**src/rtl/tx_arbiter.sv**
```systemverilog
`default_nettype none
// ============================================================================
//  Module      : tx_arbiter
//  Description : Round-robin packet arbiter feeding a byte-wide UART
//                transmitter. Each granted packet is prefixed with a header
//                byte (8'hA0 | owner index), after which the owner's byte
//                stream passes straight through to the TX port until its
//                last byte is accepted.
//                Optional stall watchdog: define TX_ARB_TIMEOUT_EN to abort
//                a packet (sending 8'hFF) whose owner stalls for TIMEOUT
//                cycles.
//  Revision    : 1.0 - initial release
// ============================================================================
module tx_arbiter #(
    parameter int NREQ    = 3,
    parameter int TIMEOUT = 1024
) (
    input  logic                clk,
    input  logic                reset,
    input  logic [NREQ-1:0]     req_valid,
    input  logic [8*NREQ-1:0]   req_data,
    input  logic [NREQ-1:0]     req_last,
    output logic [NREQ-1:0]     req_ready,
    output logic [7:0]          tx_data,
    output logic                tx_valid,
    input  logic                tx_ready,
    output logic [NREQ-1:0]     grant,
    output logic                aborted
);

    localparam int c_IW = (NREQ > 2) ? 2 : 1;

    // Reject out-of-range configurations at elaboration time.
    generate
        if (NREQ < 2 || NREQ > 4 || TIMEOUT < 1) begin : g_bad_params
            $error("tx_arbiter: NREQ must be 2..4 and TIMEOUT at least 1");
        end
    endgenerate

    typedef enum logic [1:0] {
        S_IDLE   = 2'd0,
        S_HEADER = 2'd1,
`ifdef TX_ARB_TIMEOUT_EN
        S_DATA   = 2'd2,
        S_ABORT  = 2'd3
`else
        S_DATA   = 2'd2
`endif
    } t_state;

    t_state            r_state;
    logic [NREQ-1:0]   r_grant;
    logic [c_IW-1:0]   r_owner;
    logic [c_IW-1:0]   r_last_grant;

    logic              w_any;
    logic [c_IW-1:0]   w_winner;
    logic              w_sel_valid;
    logic              w_sel_last;
    logic [7:0]        w_sel_data;
    logic              w_xfer;

`ifdef TX_ARB_TIMEOUT_EN
    localparam int c_CW = $clog2(TIMEOUT + 1);
    logic [c_CW-1:0]   r_stall;
    logic              r_aborted;
    assign aborted = r_aborted;
`else
    assign aborted = 1'b0;
`endif

    assign grant  = r_grant;
    assign w_xfer = w_sel_valid & tx_ready;

    // Round-robin search: first valid requester after the previous owner.
    always_comb begin
        int v_idx;
        w_any    = 1'b0;
        w_winner = '0;
        v_idx    = 0;
        for (int k = 1; k <= NREQ; k++) begin
            v_idx = (int'(r_last_grant) + k) % NREQ;
            if (!w_any && req_valid[c_IW'(v_idx)]) begin
                w_any    = 1'b1;
                w_winner = c_IW'(v_idx);
            end
        end
    end

    // Select the current owner's byte stream; all other requesters are ignored.
    always_comb begin
        w_sel_valid = 1'b0;
        w_sel_last  = 1'b0;
        w_sel_data  = 8'h00;
        for (int i = 0; i < NREQ; i++) begin
            if (r_owner == c_IW'(i)) begin
                w_sel_valid = req_valid[i];
                w_sel_last  = req_last[i];
                w_sel_data  = req_data[8*i +: 8];
            end
        end
    end

    // TX and requester handshakes; DATA is a combinational pass-through.
    always_comb begin
        tx_valid  = 1'b0;
        tx_data   = 8'h00;
        req_ready = '0;
        case (r_state)
            S_HEADER: begin
                tx_valid = 1'b1;
                tx_data  = 8'hA0 | 8'(r_owner);
            end
            S_DATA: begin
                tx_valid  = w_sel_valid;
                tx_data   = w_sel_data;
                req_ready = r_grant & {NREQ{tx_ready}};
            end
`ifdef TX_ARB_TIMEOUT_EN
            S_ABORT: begin
                tx_valid = 1'b1;
                tx_data  = 8'hFF;
            end
`endif
            default: begin
                tx_valid  = 1'b0;
                tx_data   = 8'h00;
                req_ready = '0;
            end
        endcase
    end

    // Packet sequencing: arbitrate, send header, stream data, release grant.
    always_ff @(posedge clk) begin
        if (reset) begin
            r_state      <= S_IDLE;
            r_grant      <= '0;
            r_owner      <= '0;
            r_last_grant <= c_IW'(NREQ - 1);
`ifdef TX_ARB_TIMEOUT_EN
            r_stall      <= '0;
            r_aborted    <= 1'b0;
`endif
        end else begin
`ifdef TX_ARB_TIMEOUT_EN
            r_aborted <= 1'b0;
`endif
            case (r_state)
                S_IDLE: begin
                    if (w_any) begin
                        r_owner <= w_winner;
                        r_grant <= {{(NREQ-1){1'b0}}, 1'b1} << w_winner;
                        r_state <= S_HEADER;
                    end
                end
                S_HEADER: begin
                    if (tx_ready) begin
                        r_state <= S_DATA;
                    end
                end
                S_DATA: begin
                    if (w_xfer && w_sel_last) begin
                        r_last_grant <= r_owner;
                        r_grant      <= '0;
                        r_state      <= S_IDLE;
                    end
`ifdef TX_ARB_TIMEOUT_EN
                    // Stall watchdog: counts owner-idle cycles, any transfer restarts it.
                    if (w_xfer) begin
                        r_stall <= '0;
                    end else if (!w_sel_valid) begin
                        if (r_stall == c_CW'(TIMEOUT - 1)) begin
                            r_stall <= '0;
                            r_state <= S_ABORT;
                        end else begin
                            r_stall <= r_stall + 1'b1;
                        end
                    end
`endif
                end
`ifdef TX_ARB_TIMEOUT_EN
                S_ABORT: begin
                    if (tx_ready) begin
                        r_aborted    <= 1'b1;
                        r_last_grant <= r_owner;
                        r_grant      <= '0;
                        r_state      <= S_IDLE;
                    end
                end
`endif
                default: begin
                    r_state <= S_IDLE;
                end
            endcase
        end
    end

endmodule
`default_nettype wire

```
**config.mk**
```make
export PLATFORM = sky130hd
export DESIGN_NAME = tx_arbiter
export DESIGN_NICKNAME = d
export VERILOG_FILES = /design/src/rtl/tx_arbiter.sv
export SDC_FILE = /design/constraint.sdc
export NUM_CORES = 1
export LEC_CHECK = 0
export CORE_MARGIN = 3
export CORE_UTILIZATION = 45
export DETAILED_ROUTE_END_ITERATION = 7
export MAX_ROUTING_LAYER = met4
export PLACE_DENSITY = 0.85
export SLEW_MARGIN = 20
export SYNTH_ARGS = -nofsm -noshare
export SYNTH_HDL_FRONTEND = slang
export SYNTH_SLANG_ARGS = --single-unit
```
**constraint.sdc**
```tcl
create_clock -name clk -period 5.2 [get_ports clk]
set_input_delay 0.78 -clock clk [delete_from_list [all_inputs] [get_ports clk]]
set_output_delay 0.78 -clock clk [all_outputs]
set_load 0.005 [all_outputs]
```
==> summary.txt <==
Die
  – CORE AREA: roughly 0.0022 mm2
  – FP Rows: 17
  – Die Width: ~55 um
  – # IOs: 49
  – Die H: about 55 um
  – Die area: 0.00301 mm2
  – Starting Density: approximately half

Final layout
  – Antenna cells: 0
  – Filler cell count: around 190
  – Layout cells sized above 1: 8.94%
  – Area grow syn2layout: 44.2%
  – Design area: ~0.0016 mm2
  – Nets: roughly 220
  – Multi-input gate area: 798 um2
  – Sequential cell area: approximately 180 um2

Drt
  – Post-route DRC: 0
  – Vias per inst: 5.96
  – DR pass1 iterations: 4
  – Metal-1 WL: roughly 1.3 mm
  – Uppermost routed layer: met4
  – WL/cell: about 15 um
  – Post-Route WL: 3.11 mm
  – Routed wl met3: 410 um
  – Iteration-0 DRC Markers: 19
  – Vias after detailed routing: 1234
  – Met2 Routed Length: ~1.4 mm
  – Routed Antenna Nets: 0

Global route
  – First-pass GRT wire length: 4.86 mm
  – Largest net degree at the start of global routing: 16
  – Initial antenna violation count: 0
  – Grt ovf: 0
  – Overall routing resource usage: between 20% and 30%
  – Vias in the first global route: ~1200

Run
  – Max-cap violations: 0

Synth
  – Mapped Cells: 137
  – Ys flop type: dfxtp_1
  – Syn_nets: 176
  – YS warnings: 0
  – Netlist cell types: 50
  – Synth Register Bits: 9
  – Syn avg cell area: roughly 7.9 um2
  – Sequential share of the synthesized area: 16.7%
  – Syn Std Cell Area: approximately 0.0011 mm2
  – EDFF count, synth: 0
  – Share of synthesized flip-flops with an asynchronous set or reset: 0%
  – Most frequent cell after synthesis: nor2_1
  – Area fraction of the dominant cell type after synthesis: roughly 17%
  – Yosys top cell by area: dfxtp_1
  – Ranking of synthesized cells by area: dfxtp_1, mux2i_1, ha_1
  – Top cells by count, synth: nor2_1, a21oi_1, inv_1, mux2i_1

CTS
  – CTS buffer count: 3
  – Resize count post-CTS: 0
  – Clock slew at the register clock pins of the worst setup and hold paths: about 0.06 ns
  – Post-CTS setup repair buffer count: 0
  – Root buffer cell: clkbuf_4
  – Clk_lat worst skew: 0.27 ns
  – Bufs on Longest Clock Path: 2
  – H-tree Lvls: 1
  – Sink Count: 9
  – # hold bufs at CTS: 0
  – CTS tree: done

Worst setup path
  – Worst reg-to-reg setup slack: slightly below 3 ns
  – CP arrival: 2.36 ns
  – WP data required: between 4 and 5 ns
  – Worst Setup End Kind: output port
  – RR Startpoint: r_owner[0]
  – Crit Path Category: in -> out
  – Worst R2R Path Depth: 5
  – Critical Path Fanout Max: 7
  – Startpoint types: input port
  – Reg2Reg Capture Point: grant[1]

Timing
  – Fin Setup TNS: 0 ns
  – Worst setup margin: 2.06 ns
  – Final hold slack: approximately 0.5 ns
  – Final setup viols: 0
  – Actual slew at the worst max-slew pin: between 0.8 and 0.9 ns
  – Hold Vio Cnt, Final: 0
  – RSZ-0062 raised after global routing: false
  – Slew headroom: 46.5%
  – Period utilization: around three fifths
  – F_max: between 300 and 400 MHz
  – Clk_skew: roughly 0.0056 ns
  – Final min period: between 3 and 4 ns
  – Pins Over Slew Limit: 0

Pwr
  – PwrDens: ~230 mW/mm2
  – Leak: 0.623 nW
  – Power consumption: approximately 0.36 mW
  – Worst IR drop on VDD: 0.164 mV

Worst hold path
  – HP Class: reg -> reg
  – Hold path startpoint: grant[2]
  – WHS Endpoint: grant[2]
  – Min-Delay Path Depth: 2

Place
  – Setup WS pre-CTS: between 2 and 2.5 ns
  – IO buf count: 47
  – Dpl cell area: roughly 0.0015 mm2
  – Dpl hpwl: between 2 and 2.5 mm
  – Placer Congestion: 0.914

Outcome
  – Status: completed
## routing by layer
| metal | vias up | track usage (%) |
|---|---|---|
| met3 | 7 | 7.51 |
| met2 | 65 | 39.6 |
| met4 | 0 | 8.91 |
| met1 | 567 | 22.3 |
| met5 | - | - |
| li1 | 595 | - |
## worst max-delay path by stage
stage	start	endpoint	slack [ns]	cells past startpoint
floorplan	req_valid[0]	tx_valid	3.12	3
global placement	req_valid[1]	tx_valid	2.12	5
detailed placement	req_valid[1]	tx_valid	2.07	5
CTS	req_valid[1]	tx_valid	2.07	5
global route	req_valid[1]	tx_valid	1.97	5
finish	req_valid[1]	tx_valid	2.06	5
## stage by stage
| stage | std cells | util (%) |
|---|---|---|
| 4_1_cts | 207 | 69.5 |
| 3_3_place_gp | 203 | 68.3 |
| 3_5_place_dp | 203 | 68.3 |
| 6_report | 207 | 69.5 |
| 2_1_floorplan | 137 | - |
| 5_1_grt | 207 | 69.5 |
## report_power, final
part / switching, mW / total [mW] / internal (mW)
logic: 0.0902 / 0.198 / 0.108
registers: 0.0223 / 0.103 / 0.0804
clock network: 0.0258 / 0.0554 / 0.0297
## sequential cells by signal, indices dropped and copies added (netlist names)
name          flops
r_state           2
r_last_grant      2
grant             3
r_owner           2
## cell type report
cell class	count	area share, %
Clock buffer	4	1.69
Inverter	11	2.66
Timing Repair Buffer	47	30.3
Tap cell	28	2.26
Sequential cell	9	11.6
Multi-Input combinational cell	108	51.5
## layout by cell type, fill, tap and decap left out, drive strengths merged, types with 2 or more instances in the layout
master,Yosys,layout
o31a,3,3
a21oi,12,12
nor2b,3,3
inv,11,11
dfxtp,9,9
a211oi,2,2
mux2,3,3
clkbuf,2,4
mux2i,11,11
and3,3,3
o31ai,2,2
nand3,2,2
nor2,15,15
nor3,5,5
ha,6,6
a311oi,2,2
nand2,5,5
clkdlybuf4s50,0,47
o21ai,9,9
## kinds of logic after synthesis
kind of cell | after synthesis | share of synthesized area, %
simple gates | 43 | 23.0
other cells | 1 | 0.349
mux | 14 | 14.1
compound gates | 44 | 29.8
buf+inv | 20 | 9.07
fa+ha+maj | 6 | 6.98
flops | 9 | 16.7
## critical path, stage by stage
cell and delay [ns]:
clkdlybuf4s50_1 0.52, mux2_4 0.32, a22oi_4 0.16, o21ai_0 0.10, clkdlybuf4s50_1 0.47
Power figures use the tool's default switching activity.
